<file path="src/rtl/sprite_rom_arbiter.sv">
// Round-robin arbiter sharing one sprite pixel ROM between several renderers.
// Supports locked row bursts (capped at MAX_BURST) and returns tagged palette data two cycles after grant.
module sprite_rom_arbiter #(
   parameter  int NUM_REQ   = 4,
   parameter  int ADDR_W    = 8,
   parameter  int DATA_W    = 2,
   parameter  int MAX_BURST = 14,
   localparam int ID_W      = (NUM_REQ > 1) ? $clog2(NUM_REQ) : 1,
   localparam int CNT_W     = $clog2(MAX_BURST + 1)
) (
   input  logic                        vga_clk,
   input  logic                        reset_n,
   input  logic [NUM_REQ-1:0]          req,
   input  logic [NUM_REQ*ADDR_W-1:0]   req_addr,
   input  logic [NUM_REQ-1:0]          lock,
   output logic [NUM_REQ-1:0]          gnt,
   output logic [ADDR_W-1:0]           rom_address,
   input  logic [DATA_W-1:0]           rom_q,
   output logic                        rd_valid,
   output logic [ID_W-1:0]             rd_id,
   output logic [DATA_W-1:0]           rd_data
);

   logic [ID_W-1:0]    rr_ptr_q, rr_ptr_d;
   logic [ID_W-1:0]    owner_q, owner_d;
   logic               owner_vld_q, owner_vld_d;
   logic [CNT_W-1:0]   burst_cnt_q, burst_cnt_d;
   logic               s1_vld_q, s1_vld_d;
   logic [ID_W-1:0]    s1_id_q, s1_id_d;
   logic [ADDR_W-1:0]  rom_address_q, rom_address_d;
   logic               rd_valid_q, rd_valid_d;
   logic [ID_W-1:0]    rd_id_q, rd_id_d;
   logic [DATA_W-1:0]  rd_data_q, rd_data_d;

   logic [NUM_REQ-1:0] owner_bit;
   logic [NUM_REQ-1:0] cand;
   logic               lock_cont;
   logic               cap_skip;
   logic               rr_found;
   logic [ID_W-1:0]    rr_win;
   logic               any_win;
   logic [ID_W-1:0]    win;
   logic               accept;

   always_comb begin
      owner_bit          = '0;
      owner_bit[owner_q] = 1'b1;
      lock_cont = owner_vld_q & req[owner_q] & lock[owner_q] &
                  (burst_cnt_q < CNT_W'(MAX_BURST));
      // An exhausted burst yields to anyone else waiting, regardless of rr_ptr.
      cap_skip  = owner_vld_q & (burst_cnt_q == CNT_W'(MAX_BURST)) &
                  (|(req & ~owner_bit));
      cand      = cap_skip ? (req & ~owner_bit) : req;
   end

   always_comb begin
      int idx;
      rr_found = 1'b0;
      rr_win   = '0;
      idx      = 0;
      for (int k = 0; k < NUM_REQ; k++) begin
         idx = int'(rr_ptr_q) + k;
         if (idx >= NUM_REQ) idx = idx - NUM_REQ;
         if (!rr_found && cand[idx]) begin
            rr_found = 1'b1;
            rr_win   = ID_W'(idx);
         end
      end
   end

   always_comb begin
      any_win = lock_cont | rr_found;
      win     = lock_cont ? owner_q : rr_win;
      accept  = any_win & reset_n;
      gnt     = '0;
      if (accept) gnt[win] = 1'b1;
   end

   always_comb begin
      rr_ptr_d      = rr_ptr_q;
      owner_d       = owner_q;
      owner_vld_d   = 1'b0;
      burst_cnt_d   = '0;
      s1_vld_d      = 1'b0;
      s1_id_d       = s1_id_q;
      rom_address_d = rom_address_q;
      if (accept) begin
         rom_address_d = req_addr[win*ADDR_W +: ADDR_W];
         s1_vld_d      = 1'b1;
         s1_id_d       = win;
         rr_ptr_d      = (win == ID_W'(NUM_REQ - 1)) ? '0 : win + ID_W'(1);
         burst_cnt_d   = lock_cont ? burst_cnt_q + CNT_W'(1) : CNT_W'(1);
         owner_d       = win;
         owner_vld_d   = 1'b1;
      end
      rd_valid_d = s1_vld_q;
      rd_id_d    = s1_id_q;
      rd_data_d  = rom_q;
   end

   always_ff @(posedge vga_clk or negedge reset_n) begin
      if (!reset_n) begin
         rr_ptr_q      <= '0;
         owner_q       <= '0;
         owner_vld_q   <= 1'b0;
         burst_cnt_q   <= '0;
         s1_vld_q      <= 1'b0;
         s1_id_q       <= '0;
         rom_address_q <= '0;
         rd_valid_q    <= 1'b0;
         rd_id_q       <= '0;
         rd_data_q     <= '0;
      end else begin
         rr_ptr_q      <= rr_ptr_d;
         owner_q       <= owner_d;
         owner_vld_q   <= owner_vld_d;
         burst_cnt_q   <= burst_cnt_d;
         s1_vld_q      <= s1_vld_d;
         s1_id_q       <= s1_id_d;
         rom_address_q <= rom_address_d;
         rd_valid_q    <= rd_valid_d;
         rd_id_q       <= rd_id_d;
         rd_data_q     <= rd_data_d;
      end
   end

   assign rom_address = rom_address_q;
   assign rd_valid    = rd_valid_q;
   assign rd_id       = rd_id_q;
   assign rd_data     = rd_data_q;

endmodule

</file>
<file path="config.mk">
export PLATFORM = sky130hd
export DESIGN_NAME = sprite_rom_arbiter
export DESIGN_NICKNAME = d
export VERILOG_FILES = /design/src/rtl/sprite_rom_arbiter.sv
export SDC_FILE = /design/constraint.sdc
export NUM_CORES = 1
export LEC_CHECK = 0
export BUFFER_PORTS_ARGS = -buffer_cell sky130_fd_sc_hd__buf_4
export CORE_ASPECT_RATIO = 1.75
export CORE_MARGIN = 2
export CORE_UTILIZATION = 50
export DETAILED_ROUTE_END_ITERATION = 12
export PLACE_DENSITY = 0.84
export SLEW_MARGIN = 10
export SYNTH_ARGS = -nofsm -noshare
export SYNTH_HDL_FRONTEND = slang
export SYNTH_SLANG_ARGS = --single-unit
</file>
<file path="constraint.sdc">
create_clock -name vga_clk -period 5.51 [get_ports vga_clk]
set_input_delay 0.8265 -clock vga_clk [delete_from_list [all_inputs] [get_ports vga_clk]]
set_output_delay 0.8265 -clock vga_clk [all_outputs]
set_load 0.01 [all_outputs]
</file>
; ---- Word-level counts from Yosys, hierarchy flattened
; Index checks and enable logic that the tools add are counted.
[classes]
add_sub_neg = 9
multipliers = 0
div = 0
n_lt_le_gt_ge = 13
n_eq_ne = 2
shift = 1
mux = 39
bitwise = 9
reduce_logical = 9
[ops]
columns = op, count
row1 = $lt A32 B4 Y1 const B, 4
row2 = $mux W32, 4
row3 = $shiftx A32 B6 Y8, 1
row4 = $mux W1, 17
row5 = $mux W4, 4
row6 = $bmux W1 S2, 6
row7 = $mux W2, 6
row8 = $sub A3 B3 Y4 const B, 3
row9 = $ge A3 B3 Y1 const B, 3
row10 = $add A2 B2 Y3 const B, 2
row11 = $and A1 B1 Y1, 6
row12 = $lt A2 B3 Y1 const B, 2
row13 = $logic_and A1 B1 Y1, 5
row14 = $add A4 B1 Y4 const B, 1
row15 = $and A4 B4 Y4, 1
row16 = $demux W1 S2, 2
row17 = $eq A4 B4 Y1 const B, 1
row18 = $ge A2 B1 Y1 const B, 2
row19 = $lt A4 B4 Y1 const B, 1
row20 = $not A4 Y4, 1
row21 = $reduce_or A4 Y1, 1
row22 = $sub A2 B3 Y4 const B, 1
row23 = $add A2 B1 Y3 const B, 1
row24 = $ge A2 B3 Y1 const B, 1
row25 = other kinds (4), 6
[word_totals]
register_bits = 22
latch_bits = 0
ram_bits = 0
romBits = 0
in_bits = 44
output_inout_bits = 17
elab_cells = 90
mem_count = 0

; ---- Longest topological paths before layout
; Gate-level depths: netlist of the first run.
[depth]
word_depth = 28
ltp_mapped = 11
ltp_nobuf = 11

; ---- Worst setup path before layout of the first run
; Ideal clock, no wire load.
[synth_path]
path_type = in2out
startpoint = input port req[3]
endpoint = output port gnt[3]
t_arrival_ns = 2.333
required_time_ns = 4.683
setup_slack_ns = 2.351
cell_stages = 8
path_buffers = 1
path_cell_list = o31ai_1 o31ai_4 and3_1 a211oi_1 o2bb2ai_2 buf_6 ha_1 and3_1
[synth_between]
elab_chain_len = 23
word_cells_on_any_way = 44
classes_between = 2 x order compare / 27 x mux / 7 x bitwise / 8 x reduce/logical
[synth_rtl]
columns = element, line_no
row1 = start: declaration, 13  ; input logic [NUM_REQ-1:0] req,
row2 = $and A4 B4 Y4, "52, 53"
row3 = $reduce_or A4 Y1, 52  ; (|(req & ~owner_bit));
row4 = $and A1 B1 Y1, 51  ; cap_skip = owner_vld_q & (burst_cnt_q == CNT_W'(MAX_BURST)) &
row5 = $mux W4, 53  ; cand = cap_skip ? (req & ~owner_bit) : req;
row6 = $bmux W1 S2, 64  ; if (!rr_found && cand[idx]) begin
row7 = $mux W1 (implied by the code) (2 in a row), 64
row8 = $mux W1, 64
row9 = $logic_not A1 Y1, 64
row10 = (+6 left out), --
row11 = $logic_and A1 B1 Y1, 64
row12 = $mux W2, 64
row13 = $mux W2, 73  ; win = lock_cont ? owner_q : rr_win;
row14 = $lt A2 B3 Y1 (implied by the code) / $ge A2 B1 Y1 (equally long branches), 76  ; if (accept) gnt[win] = 1'b1;
row15 = $logic_and A1 B1 Y1 (implied by the code), 76
row16 = $mux W1 (implied by the code), 76
row17 = $demux W1 S2, 76
row18 = $mux W4 (*), 76
row19 = end: declaration, 16  ; output logic [NUM_REQ-1:0] gnt,
; Mark *: on every way between the ends. The rest lies on a longest branch, timed or not. The select of a mux whose other input is x is not followed.

; ---- Final worst setup path of the first run
[layout_path]
startpoint = register burst_cnt_q[0]
endpoint = output port gnt[3]
[layout_between]
elab_chain_len = 23
word_cells_on_any_way = 41
classes_between = 3 x order compare / 1 x eq/ne / 25 x mux / 5 x bitwise / 7 x reduce/logical
[layout_rtl]
columns = element, line_no
row1 = start: declaration, 27  ; logic [CNT_W-1:0] burst_cnt_q, burst_cnt_d;
row2 = start signal: assignment, 117  ; burst_cnt_q <= burst_cnt_d;
row3 = $eq A4 B4 Y1, 51
row4 = $and A1 B1 Y1 (2 in a row), 51
row5 = $mux W4, 53
row6 = $bmux W1 S2, 64
row7 = $mux W1 (implied by the code) (2 in a row), 64
row8 = $mux W1, 64
row9 = $logic_not A1 Y1, 64
row10 = $logic_and A1 B1 Y1, 64
row11 = (+5 left out), --
row12 = $logic_and A1 B1 Y1, 64
row13 = $mux W2, 64
row14 = $mux W2, 73
row15 = $lt A2 B3 Y1 (implied by the code) / $ge A2 B1 Y1 (equally long branches), 76
row16 = $logic_and A1 B1 Y1 (implied by the code), 76
row17 = $mux W1 (implied by the code), 76
row18 = $demux W1 S2, 76
row19 = $mux W4 (*), 76
; Marks and branches as above.

==> flow_summary.yaml, run 1 <==
yosys:
  yosysWarnings: 0
  synthCells: 127
  ys_ff_latch: 22
  synth_top_area_cell: "dfrtp_1"
  postSynth.asyncResetShare_pct: 100.0
  synth.area.top_cells: "dfrtp_1 41%, mux2i_1 12%, o221ai_1 6.6%"
  seq_area_frac_synth_pct: 41.28
  synth.distinct_cells: 37
  postSynthAreaPerCell_um2: 10.50
  netlist.area_leader.share_pct: 41.28
  syn-num-nets: 174
  synthFlopType: "dfrtp_1"
  synth_area_um2: 1334
  synth_edf_count: 0
floorplanning:
  core_area_um2: 2522
  die_x_um: 43.04
  die_area_um2: 3113
  ios: 61
  die_y_um: 72.33
  start_util_pct: 52.88
  num_rows: 24
place:
  io_buffers: 60
  dp_hpwl_mm: 2.660
  dp_slack_ns: 1.327
  place.gp.congestion: 0.7340
  dp_cells: 206
setup_path:
  start_kind: "register"
  r2r_start: "burst_cnt_q[0]$_DFF_PN0_"
  rr_endpoint: "rr_ptr_q[1]$_DFFE_PN0P_"
  worst_setup_path_end_kind: "primary output"
  cp_data_arrival_time_ns: 3.42
  crit_type: "register to primary output"
  r2r_setup_slack_ns: 2.23
  crit_required_ns: 4.68
  cp_max_fo: 21
  reg2reg_depth: 10
cells_and_area:
  fin_nets: 232
  drive_gt1_share_pct: 38.04
  fin_cells: 210
  n_antenna_cell: 0
  area_delta_synth_final_pct: 38.09
  fillers: 201
  final_util_pct: 73.02
sta:
  clock.fmax_mhz: 235.3
  hold_viol_final: 0
  drv_slew: 0
  setup_viol: 0
  setup_ws_ns: 1.260
  fin_worst_skew_ns: 0.002214
  grt_setup_unrepaired: "no"
  holdWs_ns: 0.4399
  min_period_ns: 4.250
  worst_pin_slew_ns: 1.235
  tns_ns: 0
  finalCritPeriodShare_pct: 77.13
  relSlewSlack_pct: 17.16
power:
  peakVddDrop_uv: 236.5
  power_density_nw_per_um2: 416.4
  p_int_mw: 0.4839
  switching_share_pct: 36.89
  comb_power_share_pct: 46.0
  seq_power_share_pct: 34.3
  p_sw_mw: 0.2829
  power_frac_clock_pct: 19.7
  power_leakage_nw: 0.9208
clocking:
  cts_buffer_depth: 2
  clk_root_buffer_cell: "clkbuf_8"
  htreeDepth: 1
  post_cts_buffers: 0
  numCtsBuffers: 3
  cts_resized: 0
  clk_pin_slew_ns: 0.08
  clock_sinks: 22
  cts_tree: "done"
  insertion_delay_ns: 0.27
  cts_hold_buf: 0
global_route:
  first_global_vias: 1352
  grtUsageMet1_pct: 25.81
  gr-total-overflow: 0
  gr-usage-met2_pct: 42.93
  grt_max_degree: 26
  grt_use_met3_pct: 3.483
  grt_util_all_layers_pct: 23.27
  antenna_found_initial: 0
  grt_first_pass_wirelength_mm: 5.685
  grt-busiest-layer: "met2"
routing:
  drtIter0Drc: 30
  vias_per_cell: 5.905
  num_vias: 1240
  drc: 0
  wl_per_cell_um: 16.11
  drt_wl_total_mm: 3.383
  first_pass_iters: 4
  ant_nets: 0
run:
  maxCapViolCount: 0
hold_path:
  hp-class: "primary input to async pin"
outcome:
  status: "complete, no violations"
-- sequential cells by signal, indices dropped and copies added (netlist names) --
register and flops:
rom_address 8, burst_cnt_q 4, rd_data 2, rd_id 2, rd_id_d 2, rr_ptr_q 2
rd_valid 1, rd_valid_d 1
-- synth_stat cells, types with 2 or more instances --
library cell,instances
dfrtp_1,22
nand2_1,20
mux2i_1,16
o221ai_1,10
inv_1,5
nor2_1,5
buf_2,4
nand3_1,4
o31ai_1,4
and3_1,3
ha_1,3
o21ai_0,3
a21oi_1,2
buf_6,2
o31a_1,2
-- placed cells by master, fill, tap and decap left out --
master      n
xor2_1      1
nand2_1    20
and3_1      3
a211o_1     1
o31ai_4     1
nand4_4     1
clkbuf_8    3
nand3_1     4
o31ai_1     4
mux2i_1    16
nand2b_1    1
inv_1       5
xnor2_1     1
a211oi_1    1
o31a_1      2
a21boi_1    1
nor3_1      1
bufinv_16   1
nor4b_2     1
nand4b_1    1
nand4_1     1
o21ai_0     3
nor4b_1     1
o21ai_1     1
dfrtp_1    22
nor2_1      5
o221ai_1   10
ha_1        3
a221oi_1    1
o31ai_2     1
a21oi_1     2
o2bb2ai_2   1
o41ai_4     1
o211ai_1    1
buf_4      60
o2111a_1    1
nor2b_1     1
-- worst max-delay path, cell delays in order (launching register included) --
cell and delay, ns:
dfrtp_1 0.41, inv_1 0.07, ha_1 0.19, nand4_4 0.16
o41ai_4 0.42, nor4b_2 0.29, a211oi_1 0.10, o2bb2ai_2 0.95
ha_1 0.29, and3_1 0.14, buf_4 0.12
-- worst max-delay path by stage --
stage          endpoint                     start  slack, ns  cells after the start
4_1_cts          gnt[3]  burst_cnt_q[0]$_DFF_PN0_       1.25                     10
5_1_grt          gnt[3]  burst_cnt_q[0]$_DFF_PN0_       1.02                     10
2_1_floorplan    gnt[3]                    req[3]       2.35                      8
6_report         gnt[3]  burst_cnt_q[0]$_DFF_PN0_       1.26                     10
3_3_place_gp     gnt[3]                    req[3]       1.47                      9
3_5_place_dp     gnt[3]                    req[3]       1.33                      9
-- power by group through the flow --
| stage | combinational [mW] | clock, mW | sequential (mW) |
|---|---|---|---|
| after floorplan | 0.236 | 0 | 0.259 |
| after global placement | 0.339 | 0 | 0.262 |
| after detailed placement | 0.351 | 0 | 0.264 |
| after CTS | 0.354 | 0.152 | 0.262 |
| after global routing | 0.385 | 0.157 | 0.269 |
| final | 0.352 | 0.151 | 0.263 |
-- routing by layer --
layer  vias to the layer above  part of all wire [%]
met5                         -                     0
met4                         0                   2.2
met3                         7                   6.7
met2                        61                    54
met1                       582                    37
li1                        590                     -
-- cell families (layout without fill, tap and decap cells) --
| family | after synthesis | after routing | synth area share (%) |
|---|---|---|---|
| simple gates | 40 | 40 | 15.76 |
| compound gates | 32 | 32 | 21.95 |
| flops | 22 | 22 | 41.28 |
| mux | 16 | 16 | 12.01 |
| buf+inv | 12 | 69 | 4.878 |
| fa+ha+maj | 3 | 3 | 2.815 |
| xor+xnor | 2 | 2 | 1.314 |
-- layout make-up --
class	instances	area, um2	share of cell area (%)
tap	26	32.53	1.766
inverter	5	18.77	1.019
clock buffer	3	41.29	2.242
clock inverter	1	30.03	1.630
sequential	22	550.5	29.89
multi-input combinational	93	718.2	38.99
timing repair buffer	60	450.4	24.46
-- stage by stage --
step / power [mW] / instance area (um2)
6_report: 0.7669 / 1842
5_1_grt: 0.8117 / 1842
4_1_cts: 0.7691 / 1842
3_5_place_dp: 0.6157 / 1770
3_3_place_gp: 0.6005 / 1770
2_1_floorplan: 0.4943 / 1334
Note: power is estimated with default switching activity, not from simulation.
==> inputs of run 2 (changes only) <==
--- a/config.mk
+++ b/config.mk
@@ -5,12 +5,13 @@
 export SDC_FILE = /design/constraint.sdc
 export NUM_CORES = 1
 export LEC_CHECK = 0
+export ABC_AREA = 1
 export BUFFER_PORTS_ARGS = -buffer_cell sky130_fd_sc_hd__buf_4
 export CORE_ASPECT_RATIO = 1.75
 export CORE_MARGIN = 2
-export CORE_UTILIZATION = 50
+export CORE_UTILIZATION = 45
 export DETAILED_ROUTE_END_ITERATION = 12
-export PLACE_DENSITY = 0.84
+export PLACE_DENSITY = 0.75
 export SLEW_MARGIN = 10
 export SYNTH_ARGS = -nofsm -noshare
 export SYNTH_HDL_FRONTEND = slang
==> constraint.sdc (replaced) <==
create_clock -name vga_clk -period 3.4 [get_ports vga_clk]
set_input_delay 0.51 -clock vga_clk [delete_from_list [all_inputs] [get_ports vga_clk]]
set_output_delay 0.51 -clock vga_clk [all_outputs]
set_load 0.01 [all_outputs]
==> flow_summary.yaml, run 2 <==
clocking:
  insertion_delay_ns: 0.26
  cts_tree: "done"
  numCtsBuffers: 3
  clk_pin_slew_ns: 0.08
  clock_sinks: 22
  cts_hold_buf: 0
  clk_root_buffer_cell: "clkbuf_8"
  htreeDepth: 1
  cts_buffer_depth: 2
setup_path:
  start_kind: "register"
  cp_data_arrival_time_ns: 2.67
  cp_max_fo: 6
  critPathMaxStageDelay_ns: 0.38
  crit_required_ns: 2.89
  path_buf_inv: 3
  critPathSlowestCell: "dfrtp_1"
  crit_type: "register to primary output"
  cp_cell_sequence: "inv_1 > ha_1 > nand2_1 > nor2_4 > o21ai_4 > nand2_1 > nand3_1 > nand2_2 > nand2_2 > nand2_4 > nand3_2 > or2_1 > nand2_2 > nand2_1 > nand2_4 > ha_1 > inv_1 > nor2_1 > buf_4"
  critPathTopFamily: "simple AND/OR/NAND/NOR gates"
  worst_setup_path_end_kind: "primary output"
sta:
  hold_viol_final: 0
  fin_worst_skew_ns: 0.004459
  tns_ns: 0
  worst_pin_slew_ns: 0.4114
  min_period_ns: 3.182
  finalCritPeriodShare_pct: 93.58
  clock.fmax_mhz: 314.3
  setup_viol: 0
  drv_slew: 0
  relSlewSlack_pct: 72.41
place:
  io_buffers: 60
  dp_cells: 338
  dp_hpwl_mm: 3.474
  place.gp.congestion: 0.9146
  placed_area_um2: 2158
floorplanning:
  die_x_um: 50.47
  num_rows: 29
  start_util_pct: 46.86
  die_y_um: 85.32
  die_area_um2: 4305
  ios: 61
  core_area_um2: 3628
yosys:
  synthFlopType: "dfrtp_1"
  synth_area_um2: 1700
  postSynth.asyncResetShare_pct: 100.0
  ys_ff_latch: 22
  seq_area_frac_synth_pct: 32.38
  yosysWarnings: 0
  synth_top_area_cell: "dfrtp_1"
  synth_edf_count: 0
  syn-num-nets: 284
  synth.area.top_cells: "dfrtp_1 32%, nand3_1 21%, nand2_1 13%"
  netlist.area_leader.share_pct: 32.38
  postSynthAreaPerCell_um2: 7.175
  synth_common_cells: "71 x nand3_1, 59 x nand2_1, 22 x dfrtp_1, 18 x nand2_2, 14 x inv_1"
  synth_most_common_cell: "nand3_1"
  synth.distinct_cells: 29
  synthCells: 237
cells_and_area:
  final_util_pct: 66.14
  fillers: 342
  largest_reg_flops: 8
  drive_gt1_share_pct: 40.26
  n_antenna_cell: 0
  area_delta_synth_final_pct: 41.13
  fin_nets: 361
  layout_common_cells: "80 x buf_4, 71 x nand3_1, 53 x nand2_1, 23 x nand2_2, 20 x dfrtp_1"
  fin_cells: 359
  final_common_cell: "buf_4"
  design_area_um2: 2400
global_route:
  antenna_found_initial: 0
  first_global_vias: 1856
  grt_first_pass_wirelength_mm: 7.638
  gr-total-overflow: 0
  grt_util_all_layers_pct: 22.35
  grt_max_degree: 25
power:
  power_density_nw_per_um2: 1057
  power_leakage_nw: 1.246
  peakVddDrop_uv: 708.7
routing:
  vias_per_cell: 5.228
  ant_nets: 0
  drtIter0Drc: 47
  drt_wl_total_mm: 4.515
  drc: 0
  num_vias: 1877
  wl_per_cell_um: 12.58
  first_pass_iters: 4
run:
  maxCapViolCount: 0
outcome:
  status: "complete, no violations"
hold_path:
  hp-class: "primary input to async pin"
## run 2: logic make-up (layout without fill, tap and decap cells)
group | after synthesis | count (layout) | share of synthesized area, %
xor+xnor | 3 | 3 | 1.546
flops | 22 | 22 | 32.38
buf+inv | 26 | 102 | 8.830
simple gates | 170 | 170 | 49.67
fa+ha+maj | 3 | 3 | 2.208
compound gates | 13 | 13 | 5.372
## run 2: stage by stage
step	hold WS (ns)	setup slack, ns	total power, mW
floorplan	0.2144	0.5588	1.651
global placement	0.3859	0.2850	1.954
detailed placement	0.3839	0.2712	1.968
CTS	0.1368	0.05639	2.219
global route	0.1370	-0.03131	2.781
finish	0.1295	0.2184	2.537
## run 2: layout make-up
| class | count | area [um2] | share of cell area (%) |
|---|---|---|---|
| clock buffers | 3 | 41.29 | 1.721 |
| clock inverters | 1 | 30.03 | 1.251 |
| inverters | 16 | 62.56 | 2.607 |
| multi-input cells | 189 | 1035 | 43.12 |
| flip-flops and latches | 22 | 553.0 | 23.04 |
| well taps | 46 | 57.56 | 2.398 |
| repair buffers | 82 | 620.6 | 25.86 |
## run 2: repair_timing
action                     4_1_cts  5_1_grt
resized for setup                1       14
setup endpoints to repair        1        4
buffers inserted                 0       17
pin swaps                        0        7
## run 2: report_power, final
part           leakage, nW  switching, mW  internal, mW
combinational        0.941           1.00         0.830
sequential           0.269         0.0999         0.361
clock               0.0357         0.0865         0.157
total                 1.25           1.19          1.35
## run 2: per-layer routing
metal | GRT usage (%) | vias to the layer above | share of wire [%] | wire, um
met4 | 9.091 | 0 | 2.0 | 90
li1 | - | 941 | - | -
met5 | 0 | - | 0 | 0
met1 | 23.39 | 863 | 39 | 1756
met3 | 2.817 | 8 | 4.6 | 209
met2 | 43.06 | 65 | 54 | 2459
## run 2: final timing paths
path                                     startpoint                          to  slack [ns]  cells after the start
min reg2reg                    rd_valid_d$_DFF_PN0_          rd_valid$_DFF_PN0_        0.40                      0
min in group vga_clk                       rom_q[1]        rd_data[1]$_DFF_PN0_        0.35                      1
min                                         reset_n        rd_data[1]$_DFF_PN0_        0.13                      1
max in group asynchronous                   reset_n      rd_id_d[0]$_DFFE_PN0P_        3.02                      1
max reg2reg                burst_cnt_q[0]$_DFF_PN0_  rom_address[1]$_DFFE_PN0P_        0.86                     20
max                        burst_cnt_q[0]$_DFF_PN0_                      gnt[3]        0.22                     19
==> inputs of run 3 (changes only) <==
--- a/config.mk
+++ b/config.mk
@@ -6,12 +6,12 @@
 export NUM_CORES = 1
 export LEC_CHECK = 0
 export ABC_AREA = 1
-export BUFFER_PORTS_ARGS = -buffer_cell sky130_fd_sc_hd__buf_4
 export CORE_ASPECT_RATIO = 1.75
 export CORE_MARGIN = 2
-export CORE_UTILIZATION = 45
+export CORE_UTILIZATION = 55
 export DETAILED_ROUTE_END_ITERATION = 12
-export PLACE_DENSITY = 0.75
+export DONT_BUFFER_PORTS = 1
+export PLACE_DENSITY = 0.72
 export SLEW_MARGIN = 10
 export SYNTH_ARGS = -nofsm -noshare
 export SYNTH_HDL_FRONTEND = slang
==> constraint.sdc (replaced) <==
create_clock -name vga_clk -period 3.4 [get_ports vga_clk]
set_input_delay 0.17 -clock vga_clk [delete_from_list [all_inputs] [get_ports vga_clk]]
set_output_delay 0.17 -clock vga_clk [all_outputs]
set_load 0.01 [all_outputs]
==> flow_summary.yaml, run 3 (same netlist as run 2, synthesis figures left out) <==
power:
  switching_share_pct: 53.21
  seq_power_share_pct: 25.7
  power_leakage_nw: 0.8647
  peakVddDrop_uv: 883.8
  p_int_mw: 0.9228
  power_density_nw_per_um2: 1123
  comb_power_share_pct: 62.0
  p_sw_mw: 1.050
  power_frac_clock_pct: 12.3
place:
  place.gp.congestion: 0.8452
  dp_hpwl_mm: 2.991
  io_buffers: 0
clocking:
  cts_resized: 0
  cts_buffer_depth: 2
  clock_sinks: 22
  clk_root_buffer_cell: "clkbuf_8"
  insertion_delay_ns: 0.26
  cts_tree: "done"
  numCtsBuffers: 3
  cts_hold_buf: 3
  clk_pin_slew_ns: 0.08
  htreeDepth: 1
  post_cts_buffers: 0
routing:
  vias_per_cell: 5.840
  first_pass_iters: 4
  ant_nets: 0
  num_vias: 1536
  wl_per_cell_um: 14.91
  drtIter0Drc: 36
  drc: 0
  drt_wl_total_mm: 3.922
sta:
  grt_setup_unrepaired: "no"
  worst_pin_slew_ns: 0.9899
  finalCritPeriodShare_pct: 91.98
  hold_viol_final: 0
  fin_worst_skew_ns: 0.002725
  drv_slew: 0
  tns_ns: 0
  relSlewSlack_pct: 33.79
  setup_viol: 0
  clock.fmax_mhz: 319.8
  min_period_ns: 3.127
  holdWs_ns: 0.06969
cells_and_area:
  final_common_cell: "nand3_1"
  area_delta_synth_final_pct: 3.311
  fillers: 275
  multi_input_area_um2: 999.7
  n_antenna_cell: 0
  fin_nets: 283
  seq_area_um2: 550.5
  drive_gt1_share_pct: 14.89
  largest_reg_flops: 8
  layout_common_cells: "71 x nand3_1, 59 x nand2_1, 22 x dfrtp_1, 18 x nand2_2, 14 x inv_1"
floorplanning:
  num_rows: 26
  ios: 61
  die_x_um: 46.03
  die_y_um: 77.56
  die_area_um2: 3570
  start_util_pct: 58.08
  core_area_um2: 2928
setup_path:
  crit_top_cell: "nand2_1"
  worst_setup_path_end_kind: "primary output"
  cp_data_arrival_time_ns: 2.96
  cp_cell_sequence: "inv_1 > ha_1 > nand2_1 > nor2_1 > o21ai_4 > nand2_1 > nand3_1 > nand2_2 > nand2_2 > nand2_4 > nand3_2 > or2_1 > nand2_1 > nand2_1 > nand2_2 > ha_1 > inv_1 > nor2_1"
  crit_required_ns: 3.23
  critPathMaxStageDelay_ns: 0.42
  crit_type: "register to primary output"
  critPathSlowestCell: "dfrtp_1"
  cp_max_fo: 12
  start_kind: "register"
outcome:
  status: "complete, no violations"
global_route:
  antenna_found_initial: 0
  first_global_vias: 1474
  grt_max_degree: 23
  gr-total-overflow: 0
  grt_first_pass_wirelength_mm: 6.603
  grt_util_all_layers_pct: 24.67
run:
  maxCapViolCount: 0
hold_path:
  hp-class: "primary input to register"
==> run 3: cell type report <==
class | count | area share [%]
Clock inverter | 1 | 1.709
Clock buffer | 3 | 2.350
Tap cell | 28 | 1.994
Sequential cell | 22 | 31.34
Multi-Input combinational cell | 189 | 56.91
Inverter | 16 | 3.561
Timing Repair Buffer | 4 | 2.137
==> run 3: worst paths after layout <==
| path | from | to | slack, ns | cells after the start |
|---|---|---|---|---|
| worst max-delay path | burst_cnt_q[0]$_DFF_PN0_ | gnt[3] | 0.27 | 18 |
| max in group asynchronous | reset_n | burst_cnt_q[0]$_DFF_PN0_ | 2.29 | 1 |
| worst min-delay path | reset_n | burst_cnt_q[2]$_DFF_PN0_ | 0.07 | 2 |
| min in group asynchronous | reset_n | rd_data[0]$_DFF_PN0_ | 0.52 | 1 |
| worst min register to register | rd_valid_d$_DFF_PN0_ | rd_valid$_DFF_PN0_ | 0.43 | 0 |
| worst max register to register | burst_cnt_q[0]$_DFF_PN0_ | rr_ptr_q[1]$_DFFE_PN0P_ | 0.56 | 18 |
==> run 3: through the flow <==
step / instance area [um2] / total power, mW / setup slack, ns / cells / utilization (%)
after floorplan: 1700 / 1.651 / 0.8988 / 237 / -
after global placement: 1655 / 1.723 / 0.5985 / 256 / 56.54
after detailed placement: 1655 / 1.730 / 0.5403 / 256 / 56.54
after CTS: 1757 / 1.991 / 0.2547 / 263 / 60.00
after global routing: 1757 / 2.188 / 0.0008540 / 263 / 60.00
final: 1757 / 1.972 / 0.2727 / 263 / 60.00
==> run 3: metal layers <==
layer	global-route usage, %	vias to the layer above	wire length [um]
met4	9.143	0	92
met1	28.66	697	1564
met2	41.81	44	2068
met5	0	-	0
li1	-	787	-
met3	5.581	8	197
==> run 3: critical path, delay by kind of cell (launching register included) <==
family	cells	cell delay, ns
AOI/OAI and AO/OA	1	0.14
adders and majority gates	2	0.32
buffers and inverters	2	0.10
DFF	1	0.42
and+or+nand+nor	13	1.70
==> run 3: power groups by stage <==
stage	Combinational, mW	Sequential, mW	Clock (mW)
floorplan	1.22	0.436	0
global placement	1.21	0.511	0
detailed placement	1.22	0.509	0
CTS	1.23	0.507	0.249
global route	1.41	0.521	0.258
finish	1.22	0.507	0.242
